File: config.mk
export PLATFORM = sky130hd
export DESIGN_NAME = top2_frame_scheduler_flat
export DESIGN_NICKNAME = d
export VERILOG_FILES = /design/src/rtl/top2_frame_scheduler_if.sv /design/src/rtl/top2_frame_scheduler.sv /design/src/flat_wrapper.sv
export SDC_FILE = /design/constraint.sdc
export NUM_CORES = 1
export LEC_CHECK = 0
export BUFFER_PORTS_ARGS = -buffer_cell sky130_fd_sc_hd__clkbuf_2
export CORE_MARGIN = 8
export CORE_UTILIZATION = 45
export CTS_CLUSTER_DIAMETER = 120
export CTS_CLUSTER_SIZE = 30
export DETAILED_ROUTE_END_ITERATION = 7
export GPL_ROUTABILITY_DRIVEN = 0
export PLACE_DENSITY = 0.68
export SLEW_MARGIN = 10
export SYNTH_ARGS = -nofsm -noshare
export SYNTH_HDL_FRONTEND = slang
export SYNTH_SLANG_ARGS = --single-unit
export TNS_END_PERCENT = 50
File: constraint.sdc
create_clock -name clk -period 5.1 [get_ports clk]
set_input_delay 1.275 -clock clk [delete_from_list [all_inputs] [get_ports clk]]
set_output_delay 1.275 -clock clk [all_outputs]
set_load 0.1 [all_outputs]
File: src/rtl/top2_frame_scheduler_if.sv
// Request-stream and result-port bundle for the frame scheduler.
// The slave modport is the scheduler side; the master modport is the sources plus the collector.
interface top2_frame_scheduler_if #(
    parameter int unsigned DATA_WIDTH = 32,
    parameter int unsigned NUM_REQ    = 4,
    parameter int unsigned COUNT_W    = 16
);
    localparam int unsigned ID_W = $clog2(NUM_REQ);

    logic [NUM_REQ-1:0]            req_valid;
    logic [NUM_REQ*DATA_WIDTH-1:0] req_data;
    logic [NUM_REQ-1:0]            req_last;
    logic [NUM_REQ-1:0]            req_ready;
    logic                          res_valid;
    logic                          res_ready;
    logic [ID_W-1:0]               res_id;
    logic [DATA_WIDTH-1:0]         res_largest;
    logic [DATA_WIDTH-1:0]         res_second;
    logic [COUNT_W-1:0]            res_count;
    logic                          res_short;

    modport master (
        output req_valid, req_data, req_last, res_ready,
        input  req_ready, res_valid, res_id, res_largest, res_second, res_count, res_short
    );

    modport slave (
        input  req_valid, req_data, req_last, res_ready,
        output req_ready, res_valid, res_id, res_largest, res_second, res_count, res_short
    );
endinterface

File: src/rtl/top2_frame_scheduler.sv
// Round-robin frame scheduler that shares one largest/second-largest tracker
// between NUM_REQ sample streams. It reports {id, largest, second, count} once per frame.
module top2_frame_scheduler #(
    parameter int unsigned DATA_WIDTH = 32,
    parameter int unsigned NUM_REQ    = 4,
    parameter int unsigned COUNT_W    = 16
) (
    input  logic                   clk,
    input  logic                   resetn,
    top2_frame_scheduler_if.slave  bus
);
    localparam int unsigned ID_W = $clog2(NUM_REQ);

    typedef enum logic [1:0] {
        S_IDLE,
        S_STREAM,
        S_DONE
    } state_t;

    state_t                 r_state;
    state_t                 w_state_nxt;
    logic [ID_W-1:0]        r_grant;
    logic [ID_W-1:0]        r_last_grant;
    logic [ID_W-1:0]        w_rr_pick;
    logic                   w_any_valid;
    logic                   w_accept;
    logic                   w_beat_last;
    logic [DATA_WIDTH-1:0]  w_beat;
    logic [DATA_WIDTH-1:0]  r_largest;
    logic [DATA_WIDTH-1:0]  r_second;
    logic [DATA_WIDTH-1:0]  w_new_largest;
    logic [DATA_WIDTH-1:0]  w_new_second;
    logic [COUNT_W-1:0]     r_count;
    logic [COUNT_W-1:0]     w_new_count;

    logic [NUM_REQ-1:0]     r_req_ready;
    logic                   r_res_valid;
    logic [ID_W-1:0]        r_res_id;
    logic [DATA_WIDTH-1:0]  r_res_largest;
    logic [DATA_WIDTH-1:0]  r_res_second;
    logic [COUNT_W-1:0]     r_res_count;
    logic                   r_res_short;

    assign bus.req_ready   = r_req_ready;
    assign bus.res_valid   = r_res_valid;
    assign bus.res_id      = r_res_id;
    assign bus.res_largest = r_res_largest;
    assign bus.res_second  = r_res_second;
    assign bus.res_count   = r_res_count;
    assign bus.res_short   = r_res_short;

    // Round-robin pick: the first valid requester after last_grant. The descending scan lets the nearest one win.
    always_comb begin
        w_any_valid = |bus.req_valid;
        w_rr_pick   = r_last_grant;
        for (int k = int'(NUM_REQ); k >= 1; k--) begin
            for (int j = 0; j < int'(NUM_REQ); j++) begin
                if (bus.req_valid[j] && (j == ((int'(r_last_grant) + k) % int'(NUM_REQ)))) begin
                    w_rr_pick = ID_W'(j);
                end
            end
        end
    end

    // Granted lane mux and the tracker update for the current beat.
    always_comb begin
        w_beat      = '0;
        w_beat_last = 1'b0;
        for (int i = 0; i < int'(NUM_REQ); i++) begin
            if (r_grant == ID_W'(i)) begin
                w_beat      = bus.req_data[i*DATA_WIDTH +: DATA_WIDTH];
                w_beat_last = bus.req_last[i];
            end
        end
        w_accept      = |(r_req_ready & bus.req_valid);
        w_new_largest = r_largest;
        w_new_second  = r_second;
        if (w_beat >= r_largest) begin
            w_new_largest = w_beat;
            w_new_second  = r_largest;
        end else if (w_beat >= r_second) begin
            w_new_second  = w_beat;
        end
        w_new_count = (r_count == '1) ? r_count : r_count + COUNT_W'(1);
    end

    always_ff @(posedge clk) begin
        if (!resetn) begin
            r_state <= S_IDLE;
        end else begin
            r_state <= w_state_nxt;
        end
    end

    always_comb begin
        w_state_nxt = r_state;
        case (r_state)
            S_IDLE:   if (w_any_valid)                   w_state_nxt = S_STREAM;
            S_STREAM: if (w_accept && w_beat_last)       w_state_nxt = S_DONE;
            S_DONE:   if (r_res_valid && bus.res_ready)  w_state_nxt = S_IDLE;
            default:                                     w_state_nxt = S_IDLE;
        endcase
    end

    // Grant, tracker and result registers. The result is loaded on the last beat, including that beat.
    always_ff @(posedge clk) begin
        if (!resetn) begin
            r_grant       <= '0;
            r_last_grant  <= ID_W'(NUM_REQ - 1);
            r_largest     <= '0;
            r_second      <= '0;
            r_count       <= '0;
            r_req_ready   <= '0;
            r_res_valid   <= 1'b0;
            r_res_id      <= '0;
            r_res_largest <= '0;
            r_res_second  <= '0;
            r_res_count   <= '0;
            r_res_short   <= 1'b0;
        end else begin
            case (r_state)
                S_IDLE: begin
                    r_largest <= '0;
                    r_second  <= '0;
                    r_count   <= '0;
                    if (w_any_valid) begin
                        r_grant     <= w_rr_pick;
                        r_req_ready <= {{(NUM_REQ-1){1'b0}}, 1'b1} << w_rr_pick;
                    end
                end
                S_STREAM: begin
                    if (w_accept) begin
                        r_largest <= w_new_largest;
                        r_second  <= w_new_second;
                        r_count   <= w_new_count;
                        if (w_beat_last) begin
                            r_req_ready   <= '0;
                            r_res_valid   <= 1'b1;
                            r_res_id      <= r_grant;
                            r_res_largest <= w_new_largest;
                            r_res_second  <= w_new_second;
                            r_res_count   <= w_new_count;
                            r_res_short   <= (w_new_count < COUNT_W'(2));
                        end
                    end
                end
                S_DONE: begin
                    if (r_res_valid && bus.res_ready) begin
                        r_res_valid  <= 1'b0;
                        r_last_grant <= r_grant;
                    end
                end
                default: begin
                    r_req_ready <= '0;
                end
            endcase
        end
    end
endmodule

File: src/flat_wrapper.sv
// flat-port wrapper written by rule: the top's interface ports become plain ports
module top2_frame_scheduler_flat 
#(
    parameter int unsigned DATA_WIDTH = 32,
    parameter int unsigned NUM_REQ    = 4,
    parameter int unsigned COUNT_W    = 16
)
  (clk, resetn, bus_req_valid, bus_req_data, bus_req_last, bus_res_ready, bus_req_ready, bus_res_valid, bus_res_id, bus_res_largest, bus_res_second, bus_res_count, bus_res_short);
  top2_frame_scheduler_if #(.DATA_WIDTH(DATA_WIDTH), .NUM_REQ(NUM_REQ), .COUNT_W(COUNT_W)) bus_i ();
  input  logic clk;
  input  logic resetn;
  input wire logic [$bits(bus_i.req_valid)-1:0] bus_req_valid;
  input wire logic [$bits(bus_i.req_data)-1:0] bus_req_data;
  input wire logic [$bits(bus_i.req_last)-1:0] bus_req_last;
  input wire logic [$bits(bus_i.res_ready)-1:0] bus_res_ready;
  output wire logic [$bits(bus_i.req_ready)-1:0] bus_req_ready;
  output wire logic [$bits(bus_i.res_valid)-1:0] bus_res_valid;
  output wire logic [$bits(bus_i.res_id)-1:0] bus_res_id;
  output wire logic [$bits(bus_i.res_largest)-1:0] bus_res_largest;
  output wire logic [$bits(bus_i.res_second)-1:0] bus_res_second;
  output wire logic [$bits(bus_i.res_count)-1:0] bus_res_count;
  output wire logic [$bits(bus_i.res_short)-1:0] bus_res_short;
  assign bus_i.req_valid = bus_req_valid;
  assign bus_i.req_data = bus_req_data;
  assign bus_i.req_last = bus_req_last;
  assign bus_i.res_ready = bus_res_ready;
  assign bus_req_ready = bus_i.req_ready;
  assign bus_res_valid = bus_i.res_valid;
  assign bus_res_id = bus_i.res_id;
  assign bus_res_largest = bus_i.res_largest;
  assign bus_res_second = bus_i.res_second;
  assign bus_res_count = bus_i.res_count;
  assign bus_res_short = bus_i.res_short;
  top2_frame_scheduler #(.DATA_WIDTH(DATA_WIDTH), .NUM_REQ(NUM_REQ), .COUNT_W(COUNT_W)) u_core (.clk(clk), .resetn(resetn), .bus(bus_i));
endmodule
# ---- Word level (Yosys, flattened, before mapping)
# Index checks and enable logic that the tools add are counted.
dict set report classes {
  add_sub_neg 5
  multipliers 0
  n_div 0
  magnitude_cmp 3
  n_eq_ne 23
  n_shift 1
  muxes 46
  bitwise_logic 6
  n_reduce_logical 39
}
# op count
set ops {}
lappend ops {{$mux 32} 9}
lappend ops {{$logic_not 32->1} 4}
lappend ops {{$pmux 32 s2} 2}
lappend ops {{$ge 32x32->1} 2}
lappend ops {{$mux 2} 19}
lappend ops {{$mux 16} 2}
lappend ops {{$pmux 16 s2} 1}
lappend ops {{$eq 3x3->1 const A} 8}
lappend ops {{$logic_and 1x1->1} 18}
lappend ops {{$add 16x1->16 const B} 1}
lappend ops {{$eq 16x16->1 const B} 1}
lappend ops {{$lt 16x2->1 const B} 1}
lappend ops {{$eq 2x3->1 const A} 4}
lappend ops {{$mux 4} 3}
lappend ops {{$pmux 4 s3} 1}
lappend ops {{$ne 2x1->1 const B} 5}
lappend ops {{$reduce_and 4->1} 2}
lappend ops {{$reduce_or 2->1} 4}
lappend ops {{$reduce_or 4->1} 2}
lappend ops {{$mux 1} 7}
lappend ops {{$eq 2x2->1 const B} 3}
lappend ops {{$pmux 2 s3} 1}
lappend ops {{$reduce_and 2->1} 3}
lappend ops {{$reduce_and 3->1} 2}
lappend ops {{other kinds (10)} 18}
dict set report word_totals {
  regBits 174
  latch_bits 0
  ram_bits 0
  mem_bits_ro 0
  input_bits 139
  out_inout_bits 88
  elab_cells 136
  n_memories 0
}

# ---- Logic depth before layout (Yosys ltp)
# Gate-level depths: netlist of the first run.
dict set report logic_depth {
  ltp_word 24
  depth_mapped 14
  ltp_nobuf 10
}

# ---- Least setup slack after synthesis of the first run
# OpenSTA, ideal clock, no wires.
dict set report synth_timing {
  path_kind {in2reg}
  from {in bus_req_data[113]}
  to {reg u_core.r_second[22]}
  setup_ns 0.134
  arrival_ns 3.876
  required_ns 4.966
  setup_slack_ns 1.091
  cell_stages 11
  path_buffers 2
  path_cell_list {mux4_2 ha_1 a21oi_2 o21ai_1 a221o_1 a2111o_1 or2_1 buf_6 buf_6 a32oi_1 o22ai_1}
}
dict set report synth_via {
  elab_chain_cells 6
  elab_cells_between_ends 7
  classes_between {order compare (2); mux (5)}
}
# element line
set synth_lines {}
lappend synth_lines {{start, declared} flat_wrapper.sv:13} ;# input wire logic [$bits(bus_i.req_data)-1:0] bus_req_data;
lappend synth_lines {{$mux 32 (*)} top2_frame_scheduler.sv:70} ;# if (r_grant == ID_W'(i)) begin
lappend synth_lines {{$ge 32x32->1} top2_frame_scheduler.sv:81} ;# end else if (w_beat >= r_second) begin
lappend synth_lines {{$mux 32} top2_frame_scheduler.sv:81}
lappend synth_lines {{$mux 32 (*)} top2_frame_scheduler.sv:78} ;# if (w_beat >= r_largest) begin
lappend synth_lines {{$mux 32 (*)} top2_frame_scheduler.sv:132} ;# if (w_accept) begin
lappend synth_lines {{$pmux 32 s2 (*)} top2_frame_scheduler.sv:121} ;# case (r_state)
lappend synth_lines {{end signal, assigned} top2_frame_scheduler.sv:134} ;# r_second <= w_new_second;
lappend synth_lines {{end, declared} top2_frame_scheduler.sv:30} ;# logic [DATA_WIDTH-1:0] r_second;
# Every way passes the cells marked *; elsewhere a longest branch is shown, timed or not. The select of a mux whose other input is x is not followed.
# A chain may end at the register's enable or synchronous reset.

# ---- Worst setup path after layout of the first run
dict set report layout_timing {
  from {reg u_core.r_grant[0]}
  to {reg u_core.r_res_second[23], in the netlist u_core.bus.res_second[23]}
}
dict set report layout_via {
  elab_chain_cells 8
  elab_cells_between_ends 17
  classes_between {order compare (2); eq/ne (3); mux (10); reduce/logical (2)}
}
# element line
set layout_lines {}
lappend layout_lines {{start, declared} top2_frame_scheduler.sv:22} ;# logic [ID_W-1:0] r_grant;
lappend layout_lines {{start signal, assigned} top2_frame_scheduler.sv:127} ;# r_grant <= w_rr_pick;
lappend layout_lines {{$logic_not 2->1} top2_frame_scheduler.sv:70}
lappend layout_lines {{$mux 32 (4 in series)} top2_frame_scheduler.sv:70}
lappend layout_lines {{$ge 32x32->1} top2_frame_scheduler.sv:81}
lappend layout_lines {{$mux 32} top2_frame_scheduler.sv:81}
lappend layout_lines {{$mux 32} top2_frame_scheduler.sv:78}
lappend layout_lines {{end signal, assigned} top2_frame_scheduler.sv:141} ;# r_res_second <= w_new_second;
lappend layout_lines {{end, declared} top2_frame_scheduler.sv:40} ;# logic [DATA_WIDTH-1:0] r_res_second;
# Several ways; a longest one is shown, not always the timed one.

==> results of run 1 <==
## power by group
group	switching [uW]	leakage [uW]	internal [uW]
clock	550	0.000287	843
sequential	38.8	0.00141	1390
combinational	669	0.00292	351
## layout by cell type, fill, tap and decap left out, types with 3 or more instances in the layout
cell type / count
mux2i_1: 37
inv_1: 72
nand4_1: 16
nor3_1: 14
and3_1: 3
nand2_1: 136
a21o_1: 8
dfxtp_1: 172
bufinv_16: 4
clkbuf_16: 17
ha_1: 65
o22ai_1: 32
clkbuf_2: 226
mux4_2: 33
a22oi_1: 12
xnor2_1: 4
a221o_1: 3
nor2b_1: 3
nor4_1: 6
nand2b_1: 6
o221ai_1: 32
a211oi_1: 7
xor2_1: 5
or2_2: 3
nand3_1: 18
a21oi_1: 50
buf_4: 25
or3_1: 3
o21ai_0: 41
a32oi_1: 32
a31oi_1: 32
nor2_1: 57
clkinvlp_4: 5
a22o_1: 32
## logic make-up (layout without fill, tap and decap cells)
group | count (synthesis) | in the layout | synth area share [%]
xor+xnor | 9 | 9 | 0.827
flops | 174 | 174 | 36.6
simple gates | 280 | 280 | 13.1
buf+inv | 152 | 357 | 6.74
compound gates | 304 | 304 | 22.3
mux | 72 | 72 | 11.9
fa+ha+maj | 65 | 65 | 8.54
## per-layer routing
layer	routed length [um]	vias to the layer above	share of wire [%]
met5	0	-	0
met4	485	0	1.6
met3	2540	34	8.4
met2	13700	368	46
met1	13300	4376	44
li1	-	4338	-
## per-stage QoR
| stage | instance area [um^2] | std cells | setup WS [ns] | total power (uW) |
|---|---|---|---|---|
| 4_1_cts | 11500 | 1536 | 0.665 | 3860 |
| 3_3_place_gp | 10900 | 1505 | 0.484 | 2460 |
| 3_5_place_dp | 10900 | 1505 | 0.359 | 2480 |
| 6_report | 11500 | 1536 | 0.628 | 3840 |
| 5_1_grt | 11500 | 1536 | 0.429 | 4020 |
| 2_1_floorplan | 9530 | 1056 | 1.09 | 2200 |
## worst max path at each step
stage	start	endpoint
finish	u_core.r_grant[0]$_SDFFE_PN0P_	u_core.bus.res_second[23]$_SDFFE_PN0P_
global route	u_core.r_grant[0]$_SDFFE_PN0P_	u_core.bus.res_second[31]$_SDFFE_PN0P_
CTS	u_core.r_grant[0]$_SDFFE_PN0P_	u_core.bus.res_second[29]$_SDFFE_PN0P_
detailed placement	bus_req_data[96]	u_core.bus.res_second[29]$_SDFFE_PN0P_
global placement	bus_req_data[96]	u_core.bus.res_second[23]$_SDFFE_PN0P_
floorplan	bus_req_data[113]	u_core.r_second[22]$_SDFFE_PN0P_
## cell type report
cell class / instances / area, um^2 / area share [%]
sequential: 174 / 3490 / 30.3
multi-input combinational: 730 / 5420 / 47.1
clock inverter: 10 / 163 / 1.41
timing repair buffer: 253 / 1360 / 11.8
inverter: 73 / 274 / 2.38
clock buffer: 21 / 460 / 4.00
tap: 275 / 344 / 2.99
## worst register-to-register path: cells and delay by family (launching register included)
kind / cells / cell delay (ns)
AOI/OAI and AO/OA: 4 / 1.27
adders and majority gates: 1 / 0.23
buffers and inverters: 4 / 1.00
DFF: 1 / 0.57
muxes: 1 / 0.62
and+or+nand+nor: 3 / 0.66
## state kept, by name, summed over array words and instances, names as in the netlist
name                    flops
u_core.bus.res_largest     32
u_core.bus.res_second      32
u_core.r_second            32
u_core.bus.req_ready        4
u_core.r_count             16
u_core.bus.res_id           2
u_core.r_largest           32
u_core.bus.res_count       16
u_core.bus.res_short        1
u_core.r_last_grant         2
u_core.r_state              2
u_core.bus.res_valid        1
u_core.r_grant              2
==> results.json, run 1 <==
{
  "powerDensity_nw_per_um2": 334,
  "worstSetupEndpointType": "register",
  "dp_hpwl_mm": 21.2,
  "timing.rr.start": "u_core.r_grant[0]$_SDFFE_PN0P_",
  "yosysMostFrequentCell": "dfxtp_1",
  "drt-pass1-iter-count": 5,
  "top_level_ports": 227,
  "cts_buffers": 17,
  "h-tree-depth": 4,
  "synth_seq_area_share_pct": 36.6,
  "drive_above_1_share_pct": 26.4,
  "synth_top_area_share_pct": 36.6,
  "cp_slowest_cell": "mux4_2",
  "period_needed_ns": 4.47,
  "use_met1_pct": 29.5,
  "grt_max_degree": 48,
  "min_to": "u_core.bus.res_short$_SDFFE_PN0P_",
  "ys_async_sr_fraction_pct": 0,
  "grt_pass1_vias": 9294,
  "peakVddDrop_mv": 0.232,
  "synth_area_leader_cell": "dfxtp_1",
  "fin_nets": 1453,
  "critPathTopFamily": "compound AO/OA/AOI/OAI gates",
  "r2r_cells": 13,
  "maxCapViolCount": 0,
  "cts-hold-fix-buffers": 0,
  "track_usage_pct": 23.0,
  "num_antenna_cells": 0,
  "power.leakage_uw": 0.00461,
  "hold_path_depth": 2,
  "finClkSkew_ns": 0.0105,
  "post_synth_num_cell_types": 59,
  "row_count": 53,
  "post-route-period-util_pct": 87.7,
  "die_area_um2": 26100,
  "slowest_delay_ns": 0.62,
  "cts.sinks": 174,
  "die_width_um": 161,
  "drc": 0,
  "synth_ff_type": "dfxtp_1",
  "grt_pass1_wl_mm": 49.0,
  "worstSetupPathType": "reg2reg",
  "setup_viol": 0,
  "status": "complete, no violations",
  "critPathMaxFanout": 47,
  "postCtsSetupBuffers": 0,
  "clockBufferDepth": 2,
  "cp.required_ns": 5.39,
  "crit_top_cell": "buf_4",
  "start_util_pct": 45.6,
  "ant_nets": 0,
  "die_y_um": 161,
  "synth_nets": 1260,
  "grtUsageMet3_pct": 5.80,
  "ys_ff_latch": 174,
  "path_cells": "buf_4 -> mux4_2 -> inv_1 -> ha_1 -> nand2b_1 -> a2111o_1 -> a311oi_1 -> a21oi_1 -> or2_2 -> buf_12 -> nand3_1 -> buf_4 -> o221ai_1",
  "synthCells": 1056,
  "core_um2": 20900,
  "syn_area_um2": 9530,
  "max-slew-margin-rel_pct": 55.8,
  "fin_util_pct": 55.1,
  "hold_slack_ns": 0.455,
  "start_kind": "register",
  "r2r_end": "u_core.bus.res_second[23]$_SDFFE_PN0P_",
  "drt_iter0_markers": 690,
  "slew_viol_final": 0,
  "fillers": 1894,
  "cp.depth": 13,
  "cts_tree": "built",
  "cts_root_buf": "clkbuf_16",
  "finalHoldViolations": 0,
  "synth_edf_count": 0,
  "hp-start": "u_core.bus.res_short$_SDFFE_PN0P_",
  "port-buffer-count": 226,
  "grt_overflow": 0,
  "syn_area_per_cell_um2": 9.02,
  "clk_latency_ns": 0.43,
  "areaGrowthSynthToFinish_pct": 20.8,
  "antenna_found_initial": 0,
  "cp.arrival_ns": 4.77,
  "drt-total-wl_mm": 30.0,
  "vias": 9116,
  "synthTopCellsByCount": "dfxtp_1 (174), nand2_1 (136), inv_1 (73)",
  "grt.busiest_layer": "met2",
  "finalSetupTns_ns": 0,
  "ff2ff_setup_slack_ns": 0.63,
  "fmax_mhz": 224,
  "worst-path-buf-inv": 4,
  "yosysWarnings": 0,
  "path_clk_slew_ns": 0.07,
  "ys_top_cells_by_area": "dfxtp_1 (37%), ha_1 (8.5%), mux4_2 (7.8%), nand2_1 (5.4%), mux2i_1 (3.9%)",
  "post_cts_resized": 0,
  "avgViaCountPerCell": 5.93,
  "avgRoutedWirePerCell_um": 19.5,
  "tightest_slew_ns": 0.658,
  "use_met2_pct": 37.6,
  "rsz0062_at_grt": "false",
  "min_path_type": "reg2reg"
}
(Power assumes the default switching activity.)
==> run 2, diff against run 1 <==
--- a/config.mk
+++ b/config.mk
@@ -5,6 +5,7 @@
 export SDC_FILE = /design/constraint.sdc
 export NUM_CORES = 1
 export LEC_CHECK = 0
+export ABC_AREA = 1
 export BUFFER_PORTS_ARGS = -buffer_cell sky130_fd_sc_hd__clkbuf_2
 export CORE_MARGIN = 8
 export CORE_UTILIZATION = 45
@@ -12,7 +13,7 @@
 export CTS_CLUSTER_SIZE = 30
 export DETAILED_ROUTE_END_ITERATION = 7
 export GPL_ROUTABILITY_DRIVEN = 0
-export PLACE_DENSITY = 0.68
+export PLACE_DENSITY = 0.67
 export SLEW_MARGIN = 10
 export SYNTH_ARGS = -nofsm -noshare
 export SYNTH_HDL_FRONTEND = slang
==> run 2 against run 1 <==
Compared with the run above: setup slack gained 0.12 ns; via count increased by 27%; maximum frequency rose by 2.9%; largest cell class unchanged; count of clock-buffer cells in the layout shrank 1; final area increased by 13%; largest power group unchanged; register-to-register slack improved by 0.12 ns; sequential power barely moved; die area rose by 14%; utilization decreased by 1.5 points.
==> results.json, run 2 <==
{
  "status": "complete, no violations",
  "post-route-period-util_pct": 85.2,
  "final_cell_mix": "nand2_1 (549), clkbuf_2 (226), inv_1 (215)",
  "h-tree-depth": 4,
  "critPathTopFamily": "simple AND/OR/NAND/NOR gates",
  "grt_pass1_vias": 11100,
  "avgRoutedWirePerCell_um": 15.5,
  "cts_tree": "built",
  "synthCells": 1728,
  "ant_nets": 0,
  "synth_ff_type": "dfxtp_1",
  "period_needed_ns": 4.35,
  "peakVddDrop_mv": 0.180,
  "cts-hold-fix-buffers": 0,
  "areaGrowthSynthToFinish_pct": 17.4,
  "timing.rr.start": "u_core.r_grant[1]$_SDFFE_PN0P_",
  "worst-path-buf-inv": 4,
  "critPathMaxFanout": 23,
  "drive_above_1_share_pct": 15.9,
  "drt-pass1-iter-count": 5,
  "tightest_slew_ns": 1.11,
  "critPathCapture": "u_core.bus.res_second[24]$_SDFFE_PN0P_",
  "drt-total-wl_mm": 34.8,
  "slowest_delay_ns": 0.61,
  "row_count": 57,
  "fmax_mhz": 230,
  "cp_slowest_cell": "dfxtp_1",
  "antenna_found_initial": 1,
  "yosysWarnings": 0,
  "synth_seq_area_share_pct": 31.6,
  "grt_overflow": 0,
  "path_clk_slew_ns": 0.08,
  "path_cells": "buf_4 -> nor2_2 -> inv_1 -> nor2_1 -> nor2_1 -> o21ai_0 -> nand2_1 -> ha_1 -> nand2_1 -> nor2_1 -> nand2_1 -> nand3_1 -> a21oi_1 -> nand2_1 -> nor2_4 -> buf_4 -> nand3_1 -> nand2_1 -> nand2_1 -> nand2_1 -> inv_1",
  "power_uw": 4290,
  "worstSetupEndpointType": "register",
  "power.leakage_uw": 0.00650,
  "max-slew-margin-rel_pct": 26.0,
  "final_common_cell": "nand2_1",
  "syn_area_um2": 11000,
  "r2r_end": "u_core.bus.res_second[24]$_SDFFE_PN0P_",
  "start_kind": "register",
  "grt_pass1_wl_mm": 57.0,
  "cts_buffers": 17,
  "cts_root_buf": "clkbuf_16",
  "dp_hpwl_mm": 25.2,
  "port-buffer-count": 226,
  "finalSetupTns_ns": 0,
  "die_width_um": 173,
  "synthTopCellsByCount": "nand2_1 (549), inv_1 (215), nand3_1 (178)",
  "track_usage_pct": 22.9,
  "powerDensity_nw_per_um2": 331,
  "post_cts_resized": 0,
  "synth_top_area_share_pct": 31.6,
  "vias": 11600,
  "cp.depth": 21,
  "post_synth_num_cell_types": 33,
  "cts.sinks": 174,
  "ys_async_sr_fraction_pct": 0,
  "worstSetupPathType": "reg2reg",
  "synth_edf_count": 0,
  "clk_latency_ns": 0.44,
  "rsz0062_at_grt": "false",
  "ys_top_cells_by_area": "dfxtp_1 (32%), nand2_1 (19%), nand3_1 (8.1%), ha_1 (7.4%), inv_1 (7.3%)",
  "yosysMostFrequentCell": "nand2_1",
  "cp.arrival_ns": 4.68,
  "synth_nets": 1932,
  "ys_ff_latch": 174,
  "crit_start": "u_core.r_grant[1]$_SDFFE_PN0P_",
  "clockBufferDepth": 2,
  "syn_area_per_cell_um2": 6.38,
  "min_path_type": "reg2reg",
  "drt_iter0_markers": 852,
  "finClkSkew_ns": 0.0143,
  "die_y_um": 173,
  "fin_nets": 2110,
  "r2r_cells": 21,
  "slew_viol_final": 0,
  "core_um2": 24200,
  "postCtsSetupBuffers": 0,
  "crit_top_cell": "nand2_1",
  "top_level_ports": 227,
  "synth_area_leader_cell": "dfxtp_1",
  "grt_max_degree": 86,
  "num_antenna_cells": 0,
  "maxCapViolCount": 0,
  "setup_viol": 0,
  "die_area_um2": 29800,
  "cp.required_ns": 5.43,
  "avgViaCountPerCell": 5.17,
  "start_util_pct": 45.6,
  "drc": 0,
  "ff2ff_setup_slack_ns": 0.75,
  "finalHoldViolations": 0
}
[run 2: changes by cell type in the layout (fill, tap and decap cells not counted), sizes merged, moves of 37 or more]
cell	previous run	this run
a21oi	52	123
mux2i	37	0
nand2	136	549
nand3	18	180
o21ai	43	124
inv	73	226
[run 2: through the flow]
step	cell area [um^2]	hold WS, ns	utilization (%)	setup slack (ns)	std cells
3_3_place_gp	12300	0.451	50.9	0.669	2211
5_1_grt	12900	0.485	53.5	0.355	2243
2_1_floorplan	11000	0.444	-	1.84	1728
4_1_cts	12900	0.466	53.5	0.737	2243
6_report	12900	0.467	53.5	0.752	2243
3_5_place_dp	12300	0.455	50.9	0.618	2211
[run 2: final cells by class]
class,instances,area [um^2]
clock buffer,20,467
clock inverter,12,173
fill,2421,11200
inverter,221,830
multi-input combinational,1240,6230
sequential,174,3480
tap,324,405
timing repair buffer,252,1350
[run 2: report_power, final]
group	internal, uW	switching [uW]
Clock	825	599
Combinational	403	1030
Sequential	1400	29.2
[run 2: kinds of logic after synthesis]
logic type | after synthesis | share of synthesized area, %
compound gates | 334 | 17.3
simple gates | 833 | 31.2
fa+ha+maj | 65 | 7.38
flops | 174 | 31.6
buf+inv | 314 | 12.0
xor+xnor | 8 | 0.636
[run 2: worst min path at each step]
| stage | from | to | slack, ns | depth (start not counted) |
|---|---|---|---|---|
| 2_1_floorplan | u_core.r_largest[10]$_SDFFE_PN0P_ | u_core.r_largest[10]$_SDFFE_PN0P_ | 0.44 | 2 |
| 4_1_cts | u_core.r_largest[22]$_SDFFE_PN0P_ | u_core.r_largest[22]$_SDFFE_PN0P_ | 0.47 | 2 |
| 5_1_grt | u_core.r_largest[30]$_SDFFE_PN0P_ | u_core.r_largest[30]$_SDFFE_PN0P_ | 0.48 | 2 |
| 6_report | u_core.r_largest[22]$_SDFFE_PN0P_ | u_core.r_largest[22]$_SDFFE_PN0P_ | 0.47 | 2 |
| 3_3_place_gp | u_core.r_largest[15]$_SDFFE_PN0P_ | u_core.r_largest[15]$_SDFFE_PN0P_ | 0.45 | 2 |
| 3_5_place_dp | u_core.r_largest[25]$_SDFFE_PN0P_ | u_core.r_largest[25]$_SDFFE_PN0P_ | 0.46 | 2 |
[run 2: layer usage]
layer / vias up / share of wire (%) / global-route usage [%]
met5: - / 0.037 / 0
met2: 401 / 45 / 37.8
li1: 5917 / - / -
met4: 2 / 2.2 / 7.47
met3: 44 / 7.2 / 5.08
met1: 5239 / 45 / 29.0
[run 2: tightest hold or removal path, delay by kind of cell, from the launching register on]
| family | cells | cell delay [ns] |
|---|---|---|
| simple gates | 1 | 0.06 |
| compound gates | 1 | 0.06 |
| flops | 1 | 0.31 |
==> run 3, diff against run 2 <==
==> constraint.sdc (replaced) <==
create_clock -name clk -period 4.7 [get_ports clk]
set_input_delay 0.94 -clock clk [delete_from_list [all_inputs] [get_ports clk]]
set_output_delay 0.94 -clock clk [all_outputs]
set_load 0.1 [all_outputs]
==> run 3 against run 2 <==
Compared with the run above: first-iteration DRC count shrank 9.6%; critical path type unchanged; clock power about the same; clock skew fell by 0.0019 ns; global-route usage grew 0.15 points; maximum frequency increased by 12%; setup slack better by 0.066 ns; register-to-register slack gained 0.07 ns.
==> results.json, run 3 (same netlist as run 2, synthesis figures left out) <==
{
  "postPlaceCellArea_um2": 12300,
  "cp.arrival_ns": 4.22,
  "drc": 0,
  "finalSetupTns_ns": 0,
  "h-tree-depth": 4,
  "die_width_um": 173,
  "grt_pass1_wl_mm": 57.2,
  "clockBufferDepth": 2,
  "cts_root_buf": "clkbuf_16",
  "maxCapViolCount": 0,
  "peakVddDrop_mv": 0.167,
  "fillers": 2421,
  "finalHoldViolations": 0,
  "critPathMaxFanout": 41,
  "max-slew-margin-rel_pct": 27.2,
  "finClkSkew_ns": 0.0124,
  "row_count": 57,
  "port-buffer-count": 226,
  "start_kind": "register",
  "powerDensity_nw_per_um2": 355,
  "highest_layer": "met5",
  "fmax_mhz": 258,
  "cp.required_ns": 5.04,
  "met3RoutedLength_mm": 2.13,
  "setup_viol": 0,
  "worstSetupEndpointType": "register",
  "avgRoutedWirePerCell_um": 15.7,
  "slowest_delay_ns": 0.44,
  "tightest_slew_ns": 1.09,
  "avgViaCountPerCell": 5.15,
  "die_area_um2": 29800,
  "drive_above_1_share_pct": 15.6,
  "wl_met2_mm": 16.2,
  "die_y_um": 173,
  "drt-pass1-iter-count": 6,
  "top_level_ports": 227,
  "antenna_found_initial": 1,
  "start_util_pct": 45.6,
  "grt_max_degree": 162,
  "grt_pass1_vias": 11100,
  "ant_nets": 0,
  "fin_area_um2": 12900,
  "fin_nets": 2105,
  "power.leakage_uw": 0.00645,
  "fin_cells": 2238,
  "status": "complete, no violations",
  "period_needed_ns": 3.88,
  "postCtsSetupBuffers": 0,
  "rsz0062_at_grt": "false",
  "clk_latency_ns": 0.44,
  "placed_cells": 2206,
  "cts_buffers": 17,
  "vias": 11500,
  "post_cts_resized": 0,
  "dp_hpwl_mm": 24.6,
  "cts_tree": "built",
  "final_cell_mix": "nand2_1 (549), clkbuf_2 (226), inv_1 (215)",
  "cts.sinks": 174,
  "core_um2": 24200,
  "wl_met1_mm": 16.2,
  "drt-total-wl_mm": 35.1,
  "crit_top_cell": "nand2_1",
  "cts-hold-fix-buffers": 0,
  "path_clk_slew_ns": 0.07,
  "slew_viol_final": 0,
  "cp_slowest_cell": "o21ai_0",
  "min_path_type": "reg2reg",
  "final_common_cell": "nand2_1",
  "areaGrowthSynthToFinish_pct": 16.6,
  "grt_overflow": 0,
  "num_antenna_cells": 0,
  "post-route-period-util_pct": 82.6,
  "drt_iter0_markers": 770,
  "worstSetupPathType": "reg2reg",
  "track_usage_pct": 23.0,
  "path_cells": "buf_4 -> nand2_1 -> buf_4 -> o21ai_0 -> inv_1 -> ha_1 -> a21oi_1 -> o21ai_0 -> nand2_1 -> nand2_1 -> a21oi_1 -> nand2_1 -> nor2_4 -> buf_4 -> nand3_1 -> nand2_1 -> nand2_1 -> nand2_1 -> inv_1"
}
-- run 3: cell count changes in the layout (fill, tap and decap cells not counted) --
| cell | previous run | this run |
|---|---|---|
| buf_4 | 24 | 19 |
| bufinv_16 | 3 | 2 |
| clkbuf_1 | 0 | 1 |
| clkbuf_8 | 3 | 0 |
| clkinv_2 | 0 | 3 |
-- run 3: worst paths after layout --
check | startpoint | endpoint | slack (ns) | cells past startpoint
hold reg to reg | u_core.r_largest[16]$_SDFFE_PN0P_ | u_core.r_largest[16]$_SDFFE_PN0P_ | 0.47 | 2
hold / removal | u_core.r_largest[16]$_SDFFE_PN0P_ | u_core.r_largest[16]$_SDFFE_PN0P_ | 0.47 | 2
setup / recovery | u_core.r_grant[1]$_SDFFE_PN0P_ | u_core.bus.res_second[24]$_SDFFE_PN0P_ | 0.82 | 19
setup reg to reg | u_core.r_grant[1]$_SDFFE_PN0P_ | u_core.bus.res_second[24]$_SDFFE_PN0P_ | 0.82 | 19
-- run 3: power by group --
part | leakage (uW) | switching, uW | internal [uW] | total, uW
clock | 0.000289 | 659 | 795 | 1450
combinational | 0.00475 | 1120 | 432 | 1550
sequential | 0.00141 | 31.5 | 1520 | 1550
total | 0.00645 | 1810 | 2750 | 4560
-- run 3: layout make-up --
class | instances | area (um^2) | share of cell area (%)
Multi-Input combinational cell | 1240 | 6230 | 48.5
Inverter | 221 | 830 | 6.45
Tap cell | 324 | 405 | 3.15
Clock buffer | 18 | 429 | 3.34
Timing Repair Buffer | 247 | 1310 | 10.2
Sequential cell | 174 | 3480 | 27.1
Clock inverter | 14 | 158 | 1.23
-- run 3: critical path: cells and delay by family, from the launching register on --
kind / cells / cell delay (ns)
AND/OR/NAND/NOR: 9 / 0.93
buffers and inverters: 5 / 1.24
adder cells (fa/ha/maj): 1 / 0.33
flip-flops: 1 / 0.34
AO/OA/AOI/OAI: 4 / 0.92
-- run 3: layer usage --
metal	global-route usage, %	vias to the layer above
li1	-	5890
met1	29.3	5250
met2	38.5	355
met3	5.08	36
met4	6.20	2
met5	0	-
-- run 3: per-stage QoR --
stage	setup slack, ns	hold slack, ns	power, uW	util, %
after floorplan	1.77	0.444	2750	-
after global placement	0.880	0.451	3110	50.7
after detailed placement	0.890	0.455	3130	50.7
after CTS	0.870	0.466	4580	53.2
after global routing	0.518	0.484	4820	53.2
final	0.819	0.466	4560	53.2
